`src/rtl/layer_sequencer_pkg.sv`:
```
// Shared types and default sizing for the layer sequencer.
// Optional feature macro: LAYER_SEQ_BIAS_EN (adds the BIAS state).
package layer_seq_pkg;

  localparam int unsigned N_IN_DEF  = 16;
  localparam int unsigned N_OUT_DEF = 4;
  localparam int unsigned IDX_W_DEF = 16;

  typedef enum logic [2:0] {
    S_IDLE,
    S_CLR,
    S_FEED,
`ifdef LAYER_SEQ_BIAS_EN
    S_BIAS,
`endif
    S_WRITE,
    S_DONE
  } state_t;

endpackage

```
`src/rtl/layer_sequencer_counter.sv`:
```
// Saturating up-counter used for the input and neuron indices.
// Counts 0..LIMIT-1 and holds at LIMIT-1; 'last' flags the terminal value.
module seq_counter
  import layer_seq_pkg::*;
#(
  parameter int unsigned WIDTH = IDX_W_DEF,
  parameter int unsigned LIMIT = N_IN_DEF
) (
  input  logic             clk,
  input  logic             rst,
  input  logic             clr,
  input  logic             en,
  output logic [WIDTH-1:0] count,
  output logic             last
);

  assign last = (count == WIDTH'(LIMIT - 1));

  // Count register: clear has priority, enable advances until the terminal value.
  always_ff @(posedge clk or posedge rst) begin
    if (rst) begin
      count <= '0;
    end else if (clr) begin
      count <= '0;
    end else if (en && !last) begin
      count <= count + 1'b1;
    end
  end

endmodule

```
`src/rtl/layer_sequencer.sv`:
```
// Layer pass sequencer: clears the accumulator, feeds N_IN operands per
// neuron (optionally followed by a bias slot), writes each of N_OUT results.
// Optional feature macro: LAYER_SEQ_BIAS_EN (BIAS state, ld with in_idx=N_IN).
module layer_sequencer
  import layer_seq_pkg::*;
#(
  parameter int unsigned N_IN  = N_IN_DEF,
  parameter int unsigned N_OUT = N_OUT_DEF,
  parameter int unsigned IDX_W = IDX_W_DEF
) (
  input  logic             clk,
  input  logic             rst,
  input  logic             start,
  input  logic             stall,
  output logic             ld,
  output logic [IDX_W-1:0] in_idx,
  output logic [IDX_W-1:0] out_idx,
  output logic             acc_clr,
  output logic             wr_out,
  output logic             busy,
  output logic             ready
);

  state_t           state, state_nx;
  logic             hold;
  logic             feed_ld;
  logic             start_ok;
  logic             in_last, out_last;
  logic [IDX_W-1:0] in_cnt, out_cnt;

  // stall is registered into 'hold' so every output stays a pure function of
  // registered state: a stall sampled at an edge suppresses the next FEED load.
  assign feed_ld  = (state == S_FEED) && !hold;
  assign start_ok = start && ((state == S_IDLE) || (state == S_DONE));

  seq_counter #(.WIDTH(IDX_W), .LIMIT(N_IN)) u_in_cnt (
    .clk   (clk),
    .rst   (rst),
    .clr   (state == S_CLR),
    .en    (feed_ld),
    .count (in_cnt),
    .last  (in_last)
  );

  seq_counter #(.WIDTH(IDX_W), .LIMIT(N_OUT)) u_out_cnt (
    .clk   (clk),
    .rst   (rst),
    .clr   (start_ok),
    .en    (state == S_WRITE),
    .count (out_cnt),
    .last  (out_last)
  );

  // State and stall-hold registers.
  always_ff @(posedge clk or posedge rst) begin
    if (rst) begin
      state <= S_IDLE;
      hold  <= 1'b0;
    end else begin
      state <= state_nx;
      hold  <= (state == S_FEED) && stall && !(feed_ld && in_last);
    end
  end

  // Next-state and Moore output decode.
  always_comb begin
    state_nx = state;
    ld       = 1'b0;
    in_idx   = in_cnt;
    out_idx  = out_cnt;
    acc_clr  = 1'b0;
    wr_out   = 1'b0;
    busy     = 1'b1;
    ready    = 1'b0;
    case (state)
      S_IDLE: begin
        busy = 1'b0;
        if (start) state_nx = S_CLR;
      end
      S_CLR: begin
        acc_clr  = 1'b1;
        state_nx = S_FEED;
      end
      S_FEED: begin
        ld = feed_ld;
        if (feed_ld && in_last) begin
`ifdef LAYER_SEQ_BIAS_EN
          state_nx = S_BIAS;
`else
          state_nx = S_WRITE;
`endif
        end
      end
`ifdef LAYER_SEQ_BIAS_EN
      S_BIAS: begin
        ld       = 1'b1;
        in_idx   = IDX_W'(N_IN);
        state_nx = S_WRITE;
      end
`endif
      S_WRITE: begin
        wr_out   = 1'b1;
        state_nx = out_last ? S_DONE : S_CLR;
      end
      S_DONE: begin
        busy  = 1'b0;
        ready = 1'b1;
        if (start) state_nx = S_CLR;
      end
      default: state_nx = S_IDLE;
    endcase
  end

endmodule
```
`config.mk`:
```
export PLATFORM = sky130hd
export DESIGN_NAME = layer_sequencer
export DESIGN_NICKNAME = d
export VERILOG_FILES = /design/src/rtl/layer_sequencer_pkg.sv /design/src/rtl/layer_sequencer_counter.sv /design/src/rtl/layer_sequencer.sv
export SDC_FILE = /design/constraint.sdc
export NUM_CORES = 1
export LEC_CHECK = 0
export CAP_MARGIN = 40
export CORE_MARGIN = 2
export CORE_UTILIZATION = 50
export DETAILED_ROUTE_END_ITERATION = 8
export HOLD_SLACK_MARGIN = 0.03
export PLACE_DENSITY = 0.79
export SLEW_MARGIN = 20
export SYNTH_ARGS = -nofsm -noshare
export SYNTH_HDL_FRONTEND = slang
export SYNTH_SLANG_ARGS = --single-unit
```
`constraint.sdc`:
```
create_clock -name clk -period 2.77 [get_ports clk]
set_input_delay 0.4155 -clock clk [delete_from_list [all_inputs] [get_ports clk]]
set_output_delay 0.4155 -clock clk [all_outputs]
set_load 0.01 [all_outputs]
```
==> qor.yml <==
core_area_mm2: 0.00363
period_share: 0.931
dpl_cell_area_mm2: 0.00232
die_h_um: 65.5
slew_headroom: 0.673
numCtsBuffers: 5
worstRegToRegCells: 4
area_growth_pct: 29.7
port_buffers: 40
start_kind: "flop"
ys_types: 38
tightest_slew_ns: 0.487
grt_overflow: 0
hpwl_mm: 3.05
fillers: 290
root_buffer: "clkbuf_8"
synthAdderAreaFrac: 0.0132
cp_cell_sequence: "or3b_2, clkinv_1, clkdlybuf4s50_1"
worstHoldPathCells: 1
rsz0062_at_grt: "false"
timing.fmax_ghz: 0.388
boundaryPins: 41
hold_class: "flop to flop"
ys_seq_area_frac: 0.477
slowest_stage: "or3b_2"
clock-sinks: 36
initial_core_util: 0.520
wl_per_cell_um: 14.5
setup_violations: 0
required_ns: 2.35
drt_wl_total_mm: 4.20
synth_xor_area_frac: 0.0510
synthMuxAreaShare: 0.0424
vdd_drop_max_mv: 0.498
cts_setup_buffers: 0
drcViolationCount: 0
grt_pass1_wl_mm: 7.34
dieWidth_um: 65.5
nets: 246
place_ws_ns: 0.492
dieArea_mm2: 0.00429
synth.top_cells.by_count: "36 x dfrtp_1, 24 x nand2_1, 14 x nor2_1"
vias_per_cell: 5.60
cts_tree: "done"
synth_flop_cell: "dfrtp_1"
antenna_found_initial: 0
synth_compound_area_frac: 0.0960
ys_seq_elements: 36
fin_setup_tns_ns: 0
skew_ns: 0.00694
n_antenna_cell: 0
clk_latency_ns: 0.28
power.leakage_nw: 1.03
row_count: 22
maxSlewViolCount: 0
p_per_area_mw_per_mm2: 674
path_class: "flop to output port"
synth.area.top_cells: "dfrtp_1 48%, xnor2_1 5.1%, nand2_1 4.8%"
synthArstFlopShare: 1.00
post-synth-top-count-cell: "dfrtp_1"
synth_edf_count: 0
yosysTopAreaCellShare: 0.477
yosysTopAreaCell: "dfrtp_1"
clk_pin_slew_ns: 0.06
worstPathArrival_ns: 2.16
grt_pass1_vias: 1506
grt_max_degree: 37
drive_gt1_frac: 0.0622
cp-end-kind: "output port"
synth_nets: 204
setup_ws_ns: 0.191
synth_top_family_by_area: "simple AND/OR/NAND/NOR gates"
track_usage: 0.222
htreeDepth: 2
period_needed_ns: 2.58
ctsLongestPathBuffers: 2
ant_nets: 0
ctsResizeCount: 0
cp_max_fo: 11
cts_hold_buf: 0
drv_cap: 0
ys_warn_count: 0
slowest_delay_ns: 0.61
outcome: "finished clean"
detail_route.first_pass.iterations: 4
synth_simple_gate_area_frac: 0.277
hold_viol: 0
final_area_mm2: 0.00245
routabilityCongestion: 0.822
syn_avg_cell_area_um2: 9.54
syn-cell-area_mm2: 0.00189
drt_iter0_drc: 138
syn-instance-count: 198
num_vias: 1618
power by group:
group	switching (W)	internal [W]	total (W)	leakage [nW]
logic	0.000264	0.000226	0.000490	0.477
registers	0.0000876	0.000584	0.000672	0.493
clock network	0.000173	0.000317	0.000491	0.0645
cells in the final DEF, fill, tap and decap left out, types with 2 or more instances in the layout:
cell | netlist | routed
nand4_1 | 7 | 7
or3_1 | 7 | 7
clkbuf_8 | 0 | 7
and4_1 | 2 | 2
nand2_1 | 24 | 24
o21ai_0 | 7 | 7
ha_1 | 2 | 2
or4_1 | 3 | 3
dfrtp_1 | 36 | 36
nand3_1 | 9 | 9
buf_4 | 1 | 2
o211ai_1 | 5 | 5
nor3_1 | 7 | 7
mux2i_1 | 8 | 8
nor2_1 | 14 | 14
and3_1 | 3 | 3
clkdlybuf4s50_1 | 0 | 40
nor4_1 | 8 | 8
nor4b_1 | 2 | 2
inv_1 | 10 | 10
xnor2_1 | 11 | 11
o31ai_1 | 4 | 4
a21oi_1 | 8 | 8
layer usage:
layer,routed length (um),track usage,up-vias
met5,0,0,-
met4,70,0.0781,0
met3,196,0.0394,6
met2,1890,0.314,47
met1,2040,0.341,763
li1,-,-,802
critical path, delay by kind of cell (launching register included):
family	cells	cell delay [ns]
and+or+nand+nor	1	0.61
buffers and inverters	2	0.79
DFF	1	0.48
area by class of cell:
| cell class | count | area (um2) | area share |
|---|---|---|---|
| repair buffers | 42 | 415 | 0.169 |
| inverters | 11 | 41.3 | 0.0168 |
| well taps | 48 | 60.1 | 0.0245 |
| clock inverters | 1 | 30.0 | 0.0123 |
| multi-input cells | 144 | 907 | 0.370 |
| flip-flops and latches | 36 | 901 | 0.368 |
| clock buffers | 7 | 96.3 | 0.0393 |
final timing paths:
check / start / to / slack, ns
min in group asynchronous: rst / u_out_cnt.count[8] / 0.53
worst min register to register: hold / hold / 0.50
worst max-delay path: state[0] / acc_clr / 0.19
max in group asynchronous: rst / u_in_cnt.count[13] / 1.93
worst max register to register: state[2] / u_out_cnt.count[15] / 0.61
worst min-delay path: hold / hold / 0.50
through the flow:
step	instances	hold WS, ns	power, W	utilization
after global placement	281	0.481	0.00116	0.640
after global routing	289	0.525	0.00175	0.675
after floorplan	198	0.457	0.000972	-
final	289	0.496	0.00165	0.675
after CTS	289	0.497	0.00166	0.675
after detailed placement	281	0.481	0.00116	0.640
logic make-up after synthesis:
family,count (synthesis)
simple gates,94
flops,36
compound gates,29
buf+inv,18
xor+xnor,11
mux,8
fa+ha+maj,2
sequential cells by signal, indices dropped and copies added, names as in the netlist:
name             count
hold                 1
u_in_cnt.count      16
u_out_cnt.count     16
state                3
Power figures use the tool's default switching activity.
